$ cat src/rtl/registerfile_2r1w_param.sv
// -----------------------------------------------------------------------------
// registerfile_2r1w_param
//
// Purpose:
//   Parametrised register file with one write port (C) and two independent
//   registered read ports (A, B).
//   - Optional same-edge write-to-read forwarding (BYPASS).
//   - Optional hard-wired zero register 0 (R0_ZERO).
//   - Built-in sweep engine that zeroes the whole file over DEPTH cycles.
//
// Parameters:
//   DATA_W   register width in bits
//   ADDR_W   select width, DEPTH = 2**ADDR_W
//   R0_ZERO  1: register 0 reads as 0 and writes to it are discarded
//   BYPASS   1: a read of the address written at the same edge returns new data
//
// Ports:
//   in_clk       clock, rising edge
//   in_clr       asynchronous active-low reset
//   in_Cdata     write data
//   in_Cselect   write address
//   in_write     write request
//   in_Aselect   read port A address
//   in_Aread     read port A request
//   out_Adata    read port A data (registered)
//   out_Avalid   1-cycle pulse, out_Adata updated
//   in_Bselect   read port B address
//   in_Bread     read port B request
//   out_Bdata    read port B data (registered)
//   out_Bvalid   1-cycle pulse, out_Bdata updated
//   in_sweep     request to zero every register
//   out_busy     high while the sweep runs (exactly DEPTH cycles)
//   out_wr_drop  1-cycle pulse, a write was rejected during the sweep
// -----------------------------------------------------------------------------
module registerfile_2r1w_param #(
  parameter int DATA_W  = 32,
  parameter int ADDR_W  = 4,
  parameter bit R0_ZERO = 1'b0,
  parameter bit BYPASS  = 1'b1
) (
  input  logic              in_clk,
  input  logic              in_clr,
  input  logic [DATA_W-1:0] in_Cdata,
  input  logic [ADDR_W-1:0] in_Cselect,
  input  logic              in_write,
  input  logic [ADDR_W-1:0] in_Aselect,
  input  logic              in_Aread,
  output logic [DATA_W-1:0] out_Adata,
  output logic              out_Avalid,
  input  logic [ADDR_W-1:0] in_Bselect,
  input  logic              in_Bread,
  output logic [DATA_W-1:0] out_Bdata,
  output logic              out_Bvalid,
  input  logic              in_sweep,
  output logic              out_busy,
  output logic              out_wr_drop
);

  localparam int DEPTH = 2 ** ADDR_W;
  localparam logic [ADDR_W-1:0] LAST_IDX = ADDR_W'(DEPTH - 1);

  localparam logic [0:0] ST_IDLE  = 1'b0;
  localparam logic [0:0] ST_SWEEP = 1'b1;

  logic [DATA_W-1:0] mem_q [DEPTH];
  logic [0:0]        state_q, state_d;
  logic [ADDR_W-1:0] cnt_q, cnt_d;
  logic [DATA_W-1:0] adata_q, adata_d;
  logic [DATA_W-1:0] bdata_q, bdata_d;
  logic              avalid_q, bvalid_q, drop_q;
  logic              busy;
  logic              wr_en;

  assign busy = (state_q == ST_SWEEP);

  // Writes to a hard-wired zero register are discarded silently, not dropped.
  assign wr_en = in_write && !busy && !(R0_ZERO && (in_Cselect == '0));

  // Resolve the value each read port captures at this edge. Priority:
  // sweep in progress (file counts as cleared) > zero register > bypass > array.
  function automatic logic [DATA_W-1:0] read_value(
    input logic [ADDR_W-1:0] sel,
    input logic              sweeping,
    input logic              wen,
    input logic [ADDR_W-1:0] wsel,
    input logic [DATA_W-1:0] wdata,
    input logic [DATA_W-1:0] stored
  );
    logic [DATA_W-1:0] v;
    v = stored;
    if (sweeping) begin
      v = '0;
    end else if (R0_ZERO && (sel == '0)) begin
      v = '0;
    end else if (BYPASS && wen && (wsel == sel)) begin
      v = wdata;
    end
    return v;
  endfunction

  always_comb begin
    adata_d = adata_q;
    bdata_d = bdata_q;
    if (in_Aread) begin
      adata_d = read_value(in_Aselect, busy, wr_en, in_Cselect, in_Cdata, mem_q[in_Aselect]);
    end
    if (in_Bread) begin
      bdata_d = read_value(in_Bselect, busy, wr_en, in_Cselect, in_Cdata, mem_q[in_Bselect]);
    end
  end

  // Sweep sequencer: counter walks 0..DEPTH-1, one entry cleared per edge.
  always_comb begin
    state_d = state_q;
    cnt_d   = cnt_q;
    case (state_q)
      ST_IDLE: begin
        if (in_sweep) begin
          state_d = ST_SWEEP;
          cnt_d   = '0;
        end
      end
      ST_SWEEP: begin
        if (cnt_q == LAST_IDX) begin
          state_d = ST_IDLE;
          cnt_d   = '0;
        end else begin
          cnt_d = cnt_q + 1'b1;
        end
      end
      default: begin
        state_d = ST_IDLE;
        cnt_d   = '0;
      end
    endcase
  end

  // Storage array
  always_ff @(posedge in_clk or negedge in_clr) begin
    if (!in_clr) begin
      for (int i = 0; i < DEPTH; i++) begin
        mem_q[i] <= '0;
      end
    end else if (busy) begin
      mem_q[cnt_q] <= '0;
    end else if (wr_en) begin
      mem_q[in_Cselect] <= in_Cdata;
    end
  end

  // Control and output registers
  always_ff @(posedge in_clk or negedge in_clr) begin
    if (!in_clr) begin
      state_q  <= ST_IDLE;
      cnt_q    <= '0;
      adata_q  <= '0;
      bdata_q  <= '0;
      avalid_q <= 1'b0;
      bvalid_q <= 1'b0;
      drop_q   <= 1'b0;
    end else begin
      state_q  <= state_d;
      cnt_q    <= cnt_d;
      adata_q  <= adata_d;
      bdata_q  <= bdata_d;
      avalid_q <= in_Aread;
      bvalid_q <= in_Bread;
      drop_q   <= in_write && busy;
    end
  end

  assign out_Adata   = adata_q;
  assign out_Bdata   = bdata_q;
  assign out_Avalid  = avalid_q;
  assign out_Bvalid  = bvalid_q;
  assign out_busy    = busy;
  assign out_wr_drop = drop_q;

endmodule

$ cat config.mk
export PLATFORM = sky130hd
export DESIGN_NAME = registerfile_2r1w_param
export DESIGN_NICKNAME = d
export VERILOG_FILES = /design/src/rtl/registerfile_2r1w_param.sv
export SDC_FILE = /design/constraint.sdc
export NUM_CORES = 1
export LEC_CHECK = 0
export CAP_MARGIN = 20
export CELL_PAD_IN_SITES_DETAIL_PLACEMENT = 0
export CELL_PAD_IN_SITES_GLOBAL_PLACEMENT = 1
export CORE_MARGIN = 2
export CORE_UTILIZATION = 35
export DETAILED_ROUTE_END_ITERATION = 8
export PLACE_DENSITY = 0.6
export RECOVER_POWER = 100
export SETUP_SLACK_MARGIN = 0.15
export SYNTH_ARGS = -nofsm -noshare
export SYNTH_HDL_FRONTEND = slang
export SYNTH_SLANG_ARGS = --single-unit
$ cat constraint.sdc
create_clock -name in_clk -period 2.3 [get_ports in_clk]
set_clock_uncertainty 0.1 [all_clocks]
set_input_delay 0.345 -clock in_clk [delete_from_list [all_inputs] [get_ports in_clk]]
set_output_delay 0.345 -clock in_clk [all_outputs]
set_load 0.03 [all_outputs]
==> metrics.txt <==
CP startpoint out_busy$_DFF_PN0_; gr usage total 26.1%; Die Ht 291 um; outcome finished clean; post-synthesis cell area 0.0289 mm2; fraction of layout cells with a size suffix above 1 29.7%; Detail Placement HPWL 71700 um; GP Congestion 0.849; Post-DRT Antenna Nets 0; CP arrival 2640 ps; main area contributors after synthesis dfrtp_1, mux4_2, a22o_1, a22oi_1, clkbuf_1; multi-input logic area 0.0133 mm2; Post-Synthesis Cells 2041; CP Capture Type flip-flop; number of max-cap violations 0; vias per inst 6.56; CTS tree built; die area 0.0849 mm2; # H-tree levels 3; drt drc 0; pwr dens 862 mW/mm2; first-pass iteration count of the detailed router 7; worst reg2reg startpoint out_busy$_DFF_PN0_; Peak VDD IR 0.503 mV; Port Buffers 117; via count of the first global-routing pass 22.9k; Worst-Skew Late Latency 620 ps; n_diodes 0; f_max 456 MHz; Area growth syn-to-layout 24.3%; minimum clock period 2190 ps; syn_nets 2095; Worst Path Max Fanout 14; measured slew at the worst slew-check pin 1220 ps; via count 22.1k; Worst Hold Class primary input to flip-flop; Clk pin slew, worst setup/hold paths 60 ps; Clock Tree Root clkbuf_16; Hold Crit Start in_sweep; dominant cell type by area after synthesis dfrtp_1; Num CTS Buffers 69; synthesis warning total 0; fin cells 3366; DR iter-0 viols 2265; Slew HR 18.5%; Leakage Power 0.0162 uW; final hold viol count 0; DR WL met3 8450 um; period utilisation layout 95.3%; Inst Count DP 3230; Final setup viols 0; Synth Register Bits 584; initial antenna violation count 1; Final Util 43.8%; deepest clock path buffer count 3; EDFF count, synth 0; GRT overflow 0; # rows 105; die width 291 um; unrepaired setup endpoints after global routing true; Filler cells 7385; largest net degree at the start of global routing 92; pins over their slew limit 0; Netlist cell types 32; final WL 111000 um; CP required 2750 ps; clock sink count 584; CP Class flip-flop to flip-flop; Core ar. 0.0820 mm2; sequential cell area 0.0146 mm2; Final Net Count 2297; Mean Syn Cell Area 14.2 um2; post-synth top area share 50.6%; Fin Setup TNS 0 ps; predominant post-synthesis flop cell dfrtp_1; WL met2 53000 um; sequential area share after synthesis 50.6%; Initial Util 35.3%; DR WL/cell 32.9 um; Ports 118; startpoint types flip-flop; Met1 Wirelength 45300 um; asr flop ratio synth 100%; global-route wire length before repair 164000 um; max layer used met4
## registers in the layout (all words and copies together), names as in the netlist
register,cells
out_Bdata,32
mem_q,512
out_busy,1
out_Adata,32
out_wr_drop,1
out_Bvalid,1
out_Avalid,1
cnt_q,4
## final cells by class
cell class | instances | area share (%)
Clock buffer | 102 | 5.58
Multi-Input combinational cell | 1181 | 37.1
Inverter | 3 | 0.0314
Timing Repair Buffer | 404 | 12.2
Sequential cell | 584 | 40.7
Clock inverter | 22 | 0.592
Tap cell | 1070 | 3.73
## worst max-delay path, cell delays in order, from the launching register on
cell and delay, ps:
dfrtp_1 440, clkbuf_4 170, buf_4 180, and3_1 250, a21oi_2 540, buf_12 260, a22o_1 160
## layer usage
| layer | up-vias | GRT usage, % |
|---|---|---|
| li1 | 8687 | - |
| met1 | 12000 | 35.8 |
| met2 | 1161 | 41.7 |
| met3 | 255 | 4.67 |
| met4 | 0 | 9.43 |
| met5 | - | 0 |
## power breakdown
| group | leakage (uW) | total, uW | switching (uW) | internal [uW] |
|---|---|---|---|---|
| Combinational | 0.00702 | 7300 | 3810 | 3500 |
| Clock | 0.00109 | 10900 | 4660 | 6210 |
| Sequential | 0.00811 | 12800 | 1120 | 11700 |
| Total | 0.0162 | 31000 | 9590 | 21400 |
## Yosys cell counts (all sizes together) (3+ instances only)
cell      n
a21oi    18
a22oi   129
clkbuf  183
mux4    256
nor2     17
a22o    512
inv       3
xor2      9
nor3      4
a221o    64
dfrtp   584
buf      90
nor2b    70
ha        4
nand2b    6
and2      5
and3      4
nand2    69
## path summary, 6_finish.rpt
path / slack [ps] / depth (start not counted) / to
worst max-delay path: 110 / 6 / mem_q[75]$_DFFE_PN0P_
worst min-delay path: 320 / 2 / cnt_q[0]$_DFFE_PN0P_
worst max register to register: 110 / 6 / mem_q[75]$_DFFE_PN0P_
worst min register to register: 410 / 1 / mem_q[119]$_DFFE_PN0P_
max in group asynchronous: 320 / 4 / mem_q[168]$_DFFE_PN0P_
min in group asynchronous: 420 / 2 / out_wr_drop$_DFF_PN0_
## per-stage QoR
stage	setup slack (ps)	cell area, um2	hold slack, ps	power, uW
finish	108	35900	320	31000
global route	72.2	35900	344	32000
CTS	153	36200	105	31200
detailed placement	-219	33900	167	20200
global placement	-348	33900	162	20000
floorplan	166	28900	-50.6	16500
## placed cells by master (no fill, tap or decap), drive strengths merged, types with 5 or more instances in the layout
| master | Yosys | final |
|---|---|---|
| a221o | 64 | 64 |
| buf | 90 | 264 |
| xor2 | 9 | 9 |
| clkinv | 0 | 15 |
| nand2b | 6 | 6 |
| a22oi | 129 | 129 |
| a21oi | 18 | 18 |
| nor2b | 70 | 70 |
| nor2 | 17 | 17 |
| clkbuf | 183 | 135 |
| clkdlybuf4s50 | 0 | 41 |
| nand2 | 69 | 69 |
| a22o | 512 | 512 |
| dfrtp | 584 | 584 |
| mux4 | 256 | 256 |
| inv | 3 | 6 |
| dlygate4sd3 | 0 | 37 |
| dlygate4sd2 | 0 | 29 |
| and2 | 5 | 5 |
## kinds of logic after synthesis
family / count (synthesis) / synth area share, %
flip-flops: 584 / 50.6
buffers and inverters: 276 / 4.19
adder cells (fa/ha/maj): 4 / 0.173
XOR/XNOR: 9 / 0.273
multiplexers: 257 / 20.0
AND/OR/NAND/NOR: 183 / 3.31
AO/OA/AOI/OAI: 728 / 21.5
## what timing repair did
| item | 4_1_cts | 5_1_grt |
|---|---|---|
| endpoints found under the hold margin | 386 | 0 |
| hold buffers | 2 | 0 |
| cloned | 0 | 1 |
| gates resized for setup | 31 | 8 |
| setup buffers | 7 | 2 |
| endpoints found under the setup margin | 95 | 51 |
| pin swaps | 2 | 4 |
Power figures use the tool's default switching activity.
